<file path="src/rtl/round_timer_scorer.sv">
// Round timer and scorer that sits beside the score FSM.
// Keeps a two-digit BCD score and a lives count. Generates the timeUp square
// wave, whose period shortens each time a shrink request arrives.
module round_timer_scorer #(
  parameter int unsigned START_PERIOD = 50_000_000,
  parameter int unsigned MIN_PERIOD   = 12_500_000,
  parameter int unsigned SHRINK_STEP  = 6_250_000,
  parameter int unsigned LIVES        = 3
) (
  input  logic        systemClock,
  input  logic        reset,
  input  logic        enable,
  input  logic [1:0]  add,
  input  logic        shrink,
  output logic        timeUp,
  output logic [7:0]  score_bcd,
  output logic [1:0]  lives,
  output logic        game_over,
  output logic [31:0] period_cur
);

  localparam logic [31:0] START_P = 32'(START_PERIOD);
  localparam logic [31:0] MIN_P   = 32'(MIN_PERIOD);
  localparam logic [31:0] STEP_P  = 32'(SHRINK_STEP);
  localparam logic [1:0]  LIVES_P = 2'(LIVES);

  localparam logic [1:0] ADD_MISS = 2'd0;
  localparam logic [1:0] ADD_HIT  = 2'd1;

  typedef enum logic [1:0] {
    ST_IDLE = 2'd0,
    ST_RUN  = 2'd1,
    ST_OVER = 2'd2
  } state_t;

  state_t      state_q, state_d;
  logic [31:0] cnt_q, cnt_d;
  logic [31:0] period_cur_q, period_cur_d;
  logic [31:0] period_next_q, period_next_d;
  logic [7:0]  score_q, score_d;
  logic [1:0]  lives_q, lives_d;
  logic        time_up_q, time_up_d;

  // Shorten the period by one step. The result never drops below the floor.
  // Compare the headroom first, so the subtraction can never wrap.
  function automatic logic [31:0] shrunk(input logic [31:0] p);
    if ((p >= MIN_P) && ((p - MIN_P) >= STEP_P)) return p - STEP_P;
    return MIN_P;
  endfunction

  // Increment a two-digit BCD value. The ones digit carries into the tens, and
  // the value holds at 99.
  function automatic logic [7:0] bcd_inc(input logic [7:0] s);
    if (s == 8'h99)        return s;
    if (s[3:0] == 4'd9)    return {s[7:4] + 4'd1, 4'd0};
    return {s[7:4], s[3:0] + 4'd1};
  endfunction

  // Next-state logic: game state, round counter, period, score and lives.
  always_comb begin
    // NOTE: give every variable a default first, so that no path leaves it unassigned and infers a latch.
    state_d       = state_q;
    cnt_d         = cnt_q;
    period_cur_d  = period_cur_q;
    period_next_d = period_next_q;
    score_d       = score_q;
    lives_d       = lives_q;
    unique case (state_q)
      ST_IDLE: begin
        cnt_d = '0;
        if (enable) begin
          state_d       = ST_RUN;
          score_d       = 8'h00;
          lives_d       = LIVES_P;
          period_cur_d  = START_P;
          period_next_d = START_P;
        end
      end
      ST_RUN: begin
        if (!enable) begin
          state_d = ST_IDLE;
          cnt_d   = '0;
        end else begin
          if (add == ADD_HIT) score_d = bcd_inc(score_q);
          if (add == ADD_MISS) begin
            if (lives_q <= 2'd1) begin
              lives_d = 2'd0;
              state_d = ST_OVER;
            end else begin
              lives_d = lives_q - 2'd1;
            end
          end
          if (shrink) period_next_d = shrunk(period_next_q);
          // A shrink only changes the period at a wrap. This keeps the round
          // running that way free of glitches.
          if (cnt_q >= period_cur_q - 32'd1) begin
            cnt_d        = '0;
            period_cur_d = period_next_q;
          end else begin
            cnt_d = cnt_q + 32'd1;
          end
        end
      end
      ST_OVER: begin
        if (!enable) begin
          state_d = ST_IDLE;
          cnt_d   = '0;
        end
      end
      default: state_d = ST_IDLE;
    endcase
    // Register timeUp from the next-state values. The output then matches the
    // counter and period that are visible on the same cycle.
    time_up_d = (state_d == ST_RUN) && (cnt_d >= (period_cur_d >> 1));
  end

  // State registers. The reset is asynchronous and loads the reset values immediately.
  always_ff @(posedge systemClock or posedge reset) begin
    if (reset) begin
      state_q       <= ST_IDLE;
      cnt_q         <= '0;
      period_cur_q  <= START_P;
      period_next_q <= START_P;
      score_q       <= 8'h00;
      lives_q       <= LIVES_P;
      time_up_q     <= 1'b0;
    end else begin
      // NOTE: sequential state uses non-blocking assignments so all flops update together at the edge.
      state_q       <= state_d;
      cnt_q         <= cnt_d;
      period_cur_q  <= period_cur_d;
      period_next_q <= period_next_d;
      score_q       <= score_d;
      lives_q       <= lives_d;
      time_up_q     <= time_up_d;
    end
  end

  assign timeUp     = time_up_q;
  assign score_bcd  = score_q;
  assign lives      = lives_q;
  assign game_over  = (state_q == ST_OVER);
  assign period_cur = period_cur_q;

endmodule

</file>
<file path="config.mk">
export PLATFORM = sky130hd
export DESIGN_NAME = round_timer_scorer
export DESIGN_NICKNAME = d
export VERILOG_FILES = /design/src/rtl/round_timer_scorer.sv
export SDC_FILE = /design/constraint.sdc
export NUM_CORES = 1
export LEC_CHECK = 0
export ABC_CLOCK_PERIOD_IN_PS = 10180
export BUFFER_PORTS_ARGS = -buffer_cell sky130_fd_sc_hd__buf_2
export CORE_MARGIN = 3
export CORE_UTILIZATION = 67
export DETAILED_ROUTE_END_ITERATION = 10
export PLACE_DENSITY_LB_ADDON = 0.3
export SLEW_MARGIN = 20
export SYNTH_ARGS = -nofsm -noshare
export SYNTH_HDL_FRONTEND = slang
export SYNTH_SLANG_ARGS = --single-unit
</file>
<file path="constraint.sdc">
create_clock -name systemClock -period 10.18 [get_ports systemClock]
set_clock_uncertainty 0.15 [all_clocks]
set_input_delay 1.527 -clock systemClock [delete_from_list [all_inputs] [get_ports systemClock]]
set_output_delay 1.527 -clock systemClock [all_outputs]
set_load 0.05 [all_outputs]
</file>
==> tab_implementation.tex, run 1 <==
\begin{tabular}{lr}
\hline
Metric & Value \\
\hline
\multicolumn{2}{l}{\textbf{Cells and area}} \\
Total area of sequential cells & around 2700 sq um \\
Share of final-layout standard cells stronger than drive strength 1 & between 10\% and 20\% \\
Total of fill cells in the finished design & between 900 and 1k \\
Count of antenna diodes in the layout & 0 \\
Highest-count cells in the layout ignoring fill and taps & 93 x sky130\_fd\_sc\_hd\_\_nand2\_1, 91 x sky130\_fd\_sc\_hd\_\_nor2\_1, 78 x sky130\_fd\_sc\_hd\_\_dfrtp\_1 \\
Post-layout nets & 1107 \\
Multi-input gate area & 5484 sq um \\
Area growth from synthesis to layout & 6.759\% \\
Commonest non-fill, non-tap cell in the layout & sky130\_fd\_sc\_hd\_\_nand2\_1 \\
\multicolumn{2}{l}{\textbf{Floorplan}} \\
Die outline area & 14130 sq um \\
Die extent in x & 118.9 um \\
Boundary Pins & 50 \\
Die Height & between 100 and 150 um \\
Starting Density & 69.89\% \\
Core Footprint & 12210 sq um \\
\# rows & 40 \\
\multicolumn{2}{l}{\textbf{GRT}} \\
Maximum number of pins on one net before global-route repair & 82 \\
First-pass GRT wire length & 37830 um \\
Overflow left after global routing & 0 \\
GRT Overall Usage & 32.97\% \\
Via count of the first global-routing pass & 7424 \\
Number of antenna violations at the first check in global routing & 0 \\
\multicolumn{2}{l}{\textbf{Worst setup path}} \\
Kind of cell adding the most delay to the critical path & simple AND/OR/NAND/NOR gates \\
Crit end category & register \\
Instance count on the critical path & 26 \\
CP max-delay cell & sky130\_fd\_sc\_hd\_\_a21oi\_1 \\
Critical register-to-register path endpoint & timeUp\$\_DFF\_PP0\_ \\
Max Fanout on Critical Path & 38 \\
Crit path largest cell delay & 0.74 ns \\
FF-to-FF path depth & 26 \\
Data arrival time of the worst path & 7.45 ns \\
Slack of the worst reg-to-reg path & 2.83 ns \\
Required time of the worst setup path & 10.27 ns \\
Element type at the critical path start & register \\
Startpoint of the lowest-slack register-to-register path & period\_cur[5]\$\_DFF\_PP0\_ \\
Buffers and inverters on the worst path & 1 \\
Worst setup path category & register to register \\
\multicolumn{2}{l}{\textbf{STA}} \\
Post-layout minimum cycle time & around 7.4 ns \\
Unrepaired setup endpoints after global routing & no \\
Period utilisation layout & 72.24\% \\
Measured slew at the worst slew-check pin & a little under 1 ns \\
Count of pins over their slew limit & 0 \\
Peak clock frequency supported by timing & 0.1360 GHz \\
Least setup slack across all paths after layout & 2.826 ns \\
Slew headroom & 35.66\% \\
Count of endpoints failing setup in the final report & 0 \\
Final Hold Fails & 0 \\
Final TNS setup & 0 ns \\
\multicolumn{2}{l}{\textbf{Detailed routing}} \\
Vias after detailed routing & 8161 \\
Antenna-violating nets left & 0 \\
DRC violations left & 0 \\
Routed wire length & 22800 um \\
Routed via count divided by cell count & 6.801 \\
Post-DR wirelength/cell & about 19 um \\
First-pass iteration count of the detailed router & 5 \\
DRC marker count from the first detailed-route iteration & 1000 \\
\multicolumn{2}{l}{\textbf{Synthesis}} \\
Yosys warning count & 0 \\
Post-synthesis cell type count & 73 \\
Summed instance area of the synthesized netlist & 8534 sq um \\
Net count after synthesis & approximately 1.1k \\
Seq cells post-synth & 105 \\
Number of instances in the synthesized netlist & about 1.0k \\
Post-synthesis sequential area ratio & between 30\% and 40\% \\
Per-instance average area after synthesis & 8.302 sq um \\
Dominant synthesized flop cell & sky130\_fd\_sc\_hd\_\_dfrtp\_1 \\
Async set-or-reset flop fraction in the synthesized netlist & 100.0\% \\
EDFF count, synth & 0 \\
\multicolumn{2}{l}{\textbf{Min path}} \\
Hold path depth & 1 \\
Critical hold path startpoint & score\_bcd[7]\$\_DFFE\_PP0P\_ \\
Hold Path Class & register to register \\
Min-Delay Endpoint & score\_bcd[7]\$\_DFFE\_PP0P\_ \\
\multicolumn{2}{l}{\textbf{Clocking}} \\
TritonCTS buffer count & 9 \\
Root cell of the clock tree & sky130\_fd\_sc\_hd\_\_clkbuf\_16 \\
Hold-fix buffers at CTS & 0 \\
H-tree Lvls & 3 \\
Post-CTS Setup Bufs & 0 \\
CTS sink cnt & 105 \\
CTS max path bufs & 2 \\
Clock Latency Late Sink & 0.37 ns \\
CTS tree & built \\
CTS resizes & 0 \\
Clock-pin slew reported for the worst setup and hold paths after clock tree synthesis & roughly 0.08 ns \\
\multicolumn{2}{l}{\textbf{Placed design}} \\
Worst setup slack before clock tree synthesis & 2.995 ns \\
Routability Congestion & approximately 0.94 \\
Placed wire-length estimate & 16450 um \\
Number of port buffers & a little under 50 \\
\multicolumn{2}{l}{\textbf{Pwr}} \\
Power density normalized to cell area & 148.0 nW/um\^{}2 \\
Static Leakage & 3.981 nW \\
Worst vdd ir & 0.1153 mV \\
\multicolumn{2}{l}{\textbf{Run status}} \\
Result of the run & completed \\
\multicolumn{2}{l}{\textbf{Flow run}} \\
Max-capacitance violation count & 0 \\
\hline
\end{tabular}
-- cell families after synthesis --
family	Yosys count	share of synthesized area (%)
muxes	4	0.4985
buffers and inverters	101	4.853
and+or+nand+nor	385	22.50
DFF	105	31.17
xor gates and xnor gates	37	3.797
AOI/OAI and AO/OA	322	26.33
adders and majority gates	74	10.85
-- power by group --
group	internal [mW]	switching (mW)
clock	0.196	0.181
combinational	0.151	0.269
sequential	0.464	0.0866
total	0.811	0.537
-- registers in the layout, indices dropped and copies added, names as in the netlist --
register,cells
period_next_q,28
state_q,2
period_cur,32
timeUp,1
cnt_q,32
score_bcd,8
lives,2
-- routing by layer --
metal	share of wire (%)	wire length, um	vias up	global-route usage, %
met3	7.2	1644	45	6.695
met5	0	0	-	0
met2	46	10470	334	51.37
met4	2.6	593	0	10.57
li1	-	-	3891	-
met1	44	10090	3891	46.34
-- per-stage QoR --
stage               power, mW  hold slack, ns  std cells  utilization [%]  area (sq um)
CTS                     1.346          0.3532       1200            74.55          9104
global route            1.422          0.3829       1200            74.61          9111
finish                  1.349          0.3525       1200            74.61          9111
detailed placement     0.9680          0.3387       1184            71.99          8791
global placement       0.9572          0.3344       1184            71.99          8791
floorplan              0.8675          0.3449       1028                -          8534
-- layout make-up --
class | count | share of cell area, %
Multi-Input combinational cell | 822 | 60.19
Sequential cell | 105 | 29.21
Timing Repair Buffer | 61 | 3.680
Clock buffer | 9 | 2.472
Tap cell | 168 | 2.307
Inverter | 28 | 1.181
Clock inverter | 7 | 0.9613
-- worst max path at each step --
stage	to	from
after floorplan	timeUp$_DFF_PP0_	period_cur[5]$_DFF_PP0_
after global placement	timeUp$_DFF_PP0_	period_cur[5]$_DFF_PP0_
after detailed placement	timeUp$_DFF_PP0_	period_cur[5]$_DFF_PP0_
after CTS	timeUp$_DFF_PP0_	period_cur[5]$_DFF_PP0_
after global routing	timeUp$_DFF_PP0_	period_cur[5]$_DFF_PP0_
final	timeUp$_DFF_PP0_	period_cur[5]$_DFF_PP0_
-- cell usage after synthesis (9+ instances only) --
library cell	number	share of area [%]
sky130_fd_sc_hd__nand2_1	93	4.1
sky130_fd_sc_hd__nor2_1	93	4.1
sky130_fd_sc_hd__dfrtp_1	79	23
sky130_fd_sc_hd__ha_1	74	11
sky130_fd_sc_hd__o21ai_0	62	3.6
sky130_fd_sc_hd__clkbuf_1	61	2.7
sky130_fd_sc_hd__a21oi_1	57	3.3
sky130_fd_sc_hd__a31oi_1	41	3.0
sky130_fd_sc_hd__nand3_1	33	1.9
sky130_fd_sc_hd__nor3_1	33	1.9
sky130_fd_sc_hd__inv_1	28	1.2
sky130_fd_sc_hd__xnor2_1	28	2.9
sky130_fd_sc_hd__a21o_1	26	2.3
sky130_fd_sc_hd__dfstp_2	26	8.0
sky130_fd_sc_hd__nand4_1	20	1.5
sky130_fd_sc_hd__nand2b_1	18	1.3
sky130_fd_sc_hd__nor4_1	18	1.3
sky130_fd_sc_hd__a31o_2	16	1.6
sky130_fd_sc_hd__or4_1	14	1.2
sky130_fd_sc_hd__and3_1	12	0.88
sky130_fd_sc_hd__a221oi_1	11	1.1
sky130_fd_sc_hd__nor2b_1	11	0.81
sky130_fd_sc_hd__a221o_1	10	1.2
sky130_fd_sc_hd__xor2_1	9	0.92
Power figures use the tool's default switching activity.
==> run 2, diff against run 1 <==
- ABC_AREA: not set -> 1
- ABC_CLOCK_PERIOD_IN_PS: 10180 -> 6050
- CORE_UTILIZATION: 67 -> 57
- clock period: 10.18 -> 6.05 ns (I/O delays scaled with it)
==> run 2 against run 1 <==
  * Combinational power increased to 3.3 times the previous value
  * Sequential share of layout area shrank 3.0 points
  * Global-route usage is 3.6 points lower
  * Cell area is 11% higher
  * Largest cell class unchanged
  * Highest routed layer unchanged
==> tab_implementation.tex, run 2 <==
\begin{tabular}{lr}
\hline
Metric & Value \\
\hline
\multicolumn{2}{l}{\textbf{Synthesis}} \\
Net count after synthesis & 1410 (+27\%) \\
Largest cells by area after synthesis & sky130\_fd\_sc\_hd\_\_dfrtp\_1 21\%, sky130\_fd\_sc\_hd\_\_nand2\_1 11\%, sky130\_fd\_sc\_hd\_\_ha\_1 9.9\% \\
Number of instances in the synthesized netlist & 1330 (+29\%) \\
Most repeated cell in the gate-level netlist after synthesis & sky130\_fd\_sc\_hd\_\_nand2\_1 \\
Top cell type by total area after synthesis & sky130\_fd\_sc\_hd\_\_dfrtp\_1 \\
Seq cells post-synth & 105 (unchanged) \\
Commonest cells post-synth & 277 x sky130\_fd\_sc\_hd\_\_nand2\_1, 185 x sky130\_fd\_sc\_hd\_\_inv\_1, 141 x sky130\_fd\_sc\_hd\_\_nor2\_1, 83 x sky130\_fd\_sc\_hd\_\_nand3\_1, 79 x sky130\_fd\_sc\_hd\_\_dfrtp\_1 \\
Post-synthesis sequential area ratio & 28.47\% (-2.7 points) \\
Async set-or-reset flop fraction in the synthesized netlist & 100.0\% (unchanged) \\
EDFF count, synth & 0 (unchanged) \\
Post-synthesis cell type count & 57 (-22\%) \\
Yosys warning count & 0 (unchanged) \\
Synth top area share & 21.16\% (-2.0 points) \\
Per-instance average area after synthesis & 7.025 sq um (-15\%) \\
Dominant synthesized flop cell & sky130\_fd\_sc\_hd\_\_dfrtp\_1 \\
Summed instance area of the synthesized netlist & 9343 sq um (+9.5\%) \\
\multicolumn{2}{l}{\textbf{Floorplan}} \\
Core Footprint & 15940 sq um (+31\%) \\
Die Height & 134.0 um (+13\%) \\
\# rows & 46 (+15\%) \\
Die outline area & 17960 sq um (+27\%) \\
Boundary Pins & 50 (unchanged) \\
Starting Density & 58.60\% (-11 points) \\
Die extent in x & 134.0 um (+13\%) \\
\multicolumn{2}{l}{\textbf{Cells and area}} \\
Share of final-layout standard cells stronger than drive strength 1 & 14.62\% (+1.1 points) \\
Area growth from synthesis to layout & 8.732\% \\
Post-layout nets & 1450 (+31\%) \\
Total of fill cells in the finished design & 1431 (+53\%) \\
Highest-count cells in the layout ignoring fill and taps & 273 x sky130\_fd\_sc\_hd\_\_nand2\_1, 182 x sky130\_fd\_sc\_hd\_\_inv\_1, 140 x sky130\_fd\_sc\_hd\_\_nor2\_1 \\
Count of antenna diodes in the layout & 0 (unchanged) \\
Util after Layout & 63.72\% (-11 points) \\
Commonest non-fill, non-tap cell in the layout & sky130\_fd\_sc\_hd\_\_nand2\_1 \\
\multicolumn{2}{l}{\textbf{Worst setup path}} \\
Crit end category & register \\
Required time of the worst setup path & 6.15 ns (-4.12 ns) \\
Max Fanout on Critical Path & 21 (-45\%) \\
Element type at the critical path start & register \\
Data arrival time of the worst path & 5.63 ns (-1.82 ns) \\
Crit path largest cell delay & 0.41 ns (-0.33 ns) \\
Worst setup path category & register to register \\
CP max-delay cell & sky130\_fd\_sc\_hd\_\_dfrtp\_1 \\
Most frequent CP cell & sky130\_fd\_sc\_hd\_\_nand2\_1 \\
\multicolumn{2}{l}{\textbf{Placed design}} \\
Placed wire-length estimate & 20090 um (+22\%) \\
Routability Congestion & 0.9910 (+5.2\%) \\
Number of port buffers & 49 (unchanged) \\
\multicolumn{2}{l}{\textbf{Detailed routing}} \\
Antenna-violating nets left & 0 (unchanged) \\
Post-DR wirelength/cell & 16.56 um (-13\%) \\
Vias after detailed routing & 9068 (+11\%) \\
DRC marker count from the first detailed-route iteration & 739 (-26\%) \\
First-pass iteration count of the detailed router & 5 (unchanged) \\
Routed via count divided by cell count & 5.700 (-16\%) \\
DRC violations left & 0 (unchanged) \\
Routed wire length & 26340 um (+16\%) \\
\multicolumn{2}{l}{\textbf{Clocking}} \\
Clock-pin slew reported for the worst setup and hold paths after clock tree synthesis & 0.08 ns (about the same) \\
TritonCTS buffer count & 9 (unchanged) \\
Hold-fix buffers at CTS & 0 (unchanged) \\
H-tree Lvls & 3 (unchanged) \\
Root cell of the clock tree & sky130\_fd\_sc\_hd\_\_clkbuf\_16 \\
CTS sink cnt & 105 (unchanged) \\
Clock Latency Late Sink & 0.37 ns (about the same) \\
CTS tree & built \\
CTS max path bufs & 2 (unchanged) \\
\multicolumn{2}{l}{\textbf{Min path}} \\
Hold Path Class & register to register \\
\multicolumn{2}{l}{\textbf{STA}} \\
Peak clock frequency supported by timing & 0.1808 GHz (+33\%) \\
Count of pins over their slew limit & 0 (unchanged) \\
Final Hold Fails & 0 (unchanged) \\
Slew headroom & 50.35\% (+15 points) \\
Measured slew at the worst slew-check pin & 0.7352 ns (-0.2263 ns) \\
Period utilisation layout & 91.43\% (+19 points) \\
Final TNS setup & 0 ns (unchanged) \\
Post-layout minimum cycle time & 5.531 ns (-1.823 ns) \\
Count of endpoints failing setup in the final report & 0 (unchanged) \\
\multicolumn{2}{l}{\textbf{Run status}} \\
Result of the run & completed \\
\multicolumn{2}{l}{\textbf{GRT}} \\
Overflow left after global routing & 0 (unchanged) \\
Number of antenna violations at the first check in global routing & 0 (unchanged) \\
First-pass GRT wire length & 42480 um (+12\%) \\
GRT Overall Usage & 29.33\% (-3.6 points) \\
Maximum number of pins on one net before global-route repair & 59 (-28\%) \\
Via count of the first global-routing pass & 8544 (+15\%) \\
\multicolumn{2}{l}{\textbf{Flow run}} \\
Max-capacitance violation count & 0 (unchanged) \\
\multicolumn{2}{l}{\textbf{Pwr}} \\
Power density normalized to cell area & 298.3 nW/um\^{}2 (+100\%) \\
Static Leakage & 4.994 nW (+25\%) \\
Worst vdd ir & 0.3114 mV (+170\%) \\
\hline
\end{tabular}
## run 2: power by group
group          switching, mW  total, mW  internal, mW
sequential             0.228       1.06         0.832
clock                  0.297      0.583         0.286
combinational          0.928       1.39         0.459
## run 2: cells by family (layout without fill, tap and decap cells)
kind of cell    Yosys count  after routing  synth area share [%]
simple gates            637            637                 31.43
flops                   105            105                 28.47
buf+inv                 239            284                 10.27
xor+xnor                 68             68                 6.375
mux                       1              1                0.1071
compound gates          206            206                 13.43
fa+ha+maj                74             74                 9.910
## run 2: critical path, delay by kind of cell (launching register included)
kind                     cells  cell delay, ns
AO/OA/AOI/OAI                4            0.58
XOR/XNOR                     1            0.14
adder cells (fa/ha/maj)      2            0.62
buffers and inverters        4            0.54
flip-flops                   1            0.41
AND/OR/NAND/NOR             30            2.97
## run 2: final timing paths
kind                                         startpoint  slack, ns  cells past startpoint                        to
worst max-delay path            period_cur[2]$_DFF_PP0_       0.52                     41          timeUp$_DFF_PP0_
worst min-delay path               lives[1]$_DFFE_PP1P_       0.38                      2      lives[0]$_DFFE_PP1P_
worst max register to register  period_cur[2]$_DFF_PP0_       0.52                     41          timeUp$_DFF_PP0_
worst min register to register     lives[1]$_DFFE_PP1P_       0.38                      2      lives[0]$_DFFE_PP1P_
max in group asynchronous                         reset       4.09                      3       cnt_q[25]$_DFF_PP0_
min in group asynchronous                         reset       0.53                      2  score_bcd[1]$_DFFE_PP0P_
## run 2: area by class of cell
cell class / count / area (sq um) / area share [%]
Multi-Input combinational cell: 986 / 5776 / 56.85
Sequential cell: 105 / 2660 / 26.19
Inverter: 202 / 765.7 / 7.538
Timing Repair Buffer: 66 / 406.6 / 4.003
Tap cell: 216 / 270.3 / 2.660
Clock buffer: 10 / 229.0 / 2.254
Clock inverter: 6 / 51.30 / 0.5050
## run 2: routing by layer
metal	wire, um	track usage [%]
met2	12310	48.26
met5	0	0
met4	805	9.050
met3	1612	4.314
met1	11610	40.27
## run 2: timing repair
action / in CTS / in global routing
hold endpoints to repair: 0 / 0
resized for setup: 0 / 17
endpoints found under the setup margin: 0 / 1
setup buffers: 0 / 5
## run 2: stage by stage
step	area (sq um)	setup slack, ns	total power [mW]	cells	hold slack, ns
finish	10160	0.5185	3.031	1591	0.3776
global route	10160	-0.06942	3.256	1591	0.4116
CTS	10040	0.3684	3.014	1585	0.3672
detailed placement	9758	0.4963	2.421	1569	0.3543
global placement	9758	0.6071	2.404	1569	0.3504
floorplan	9343	0.9963	2.162	1330	0.3454
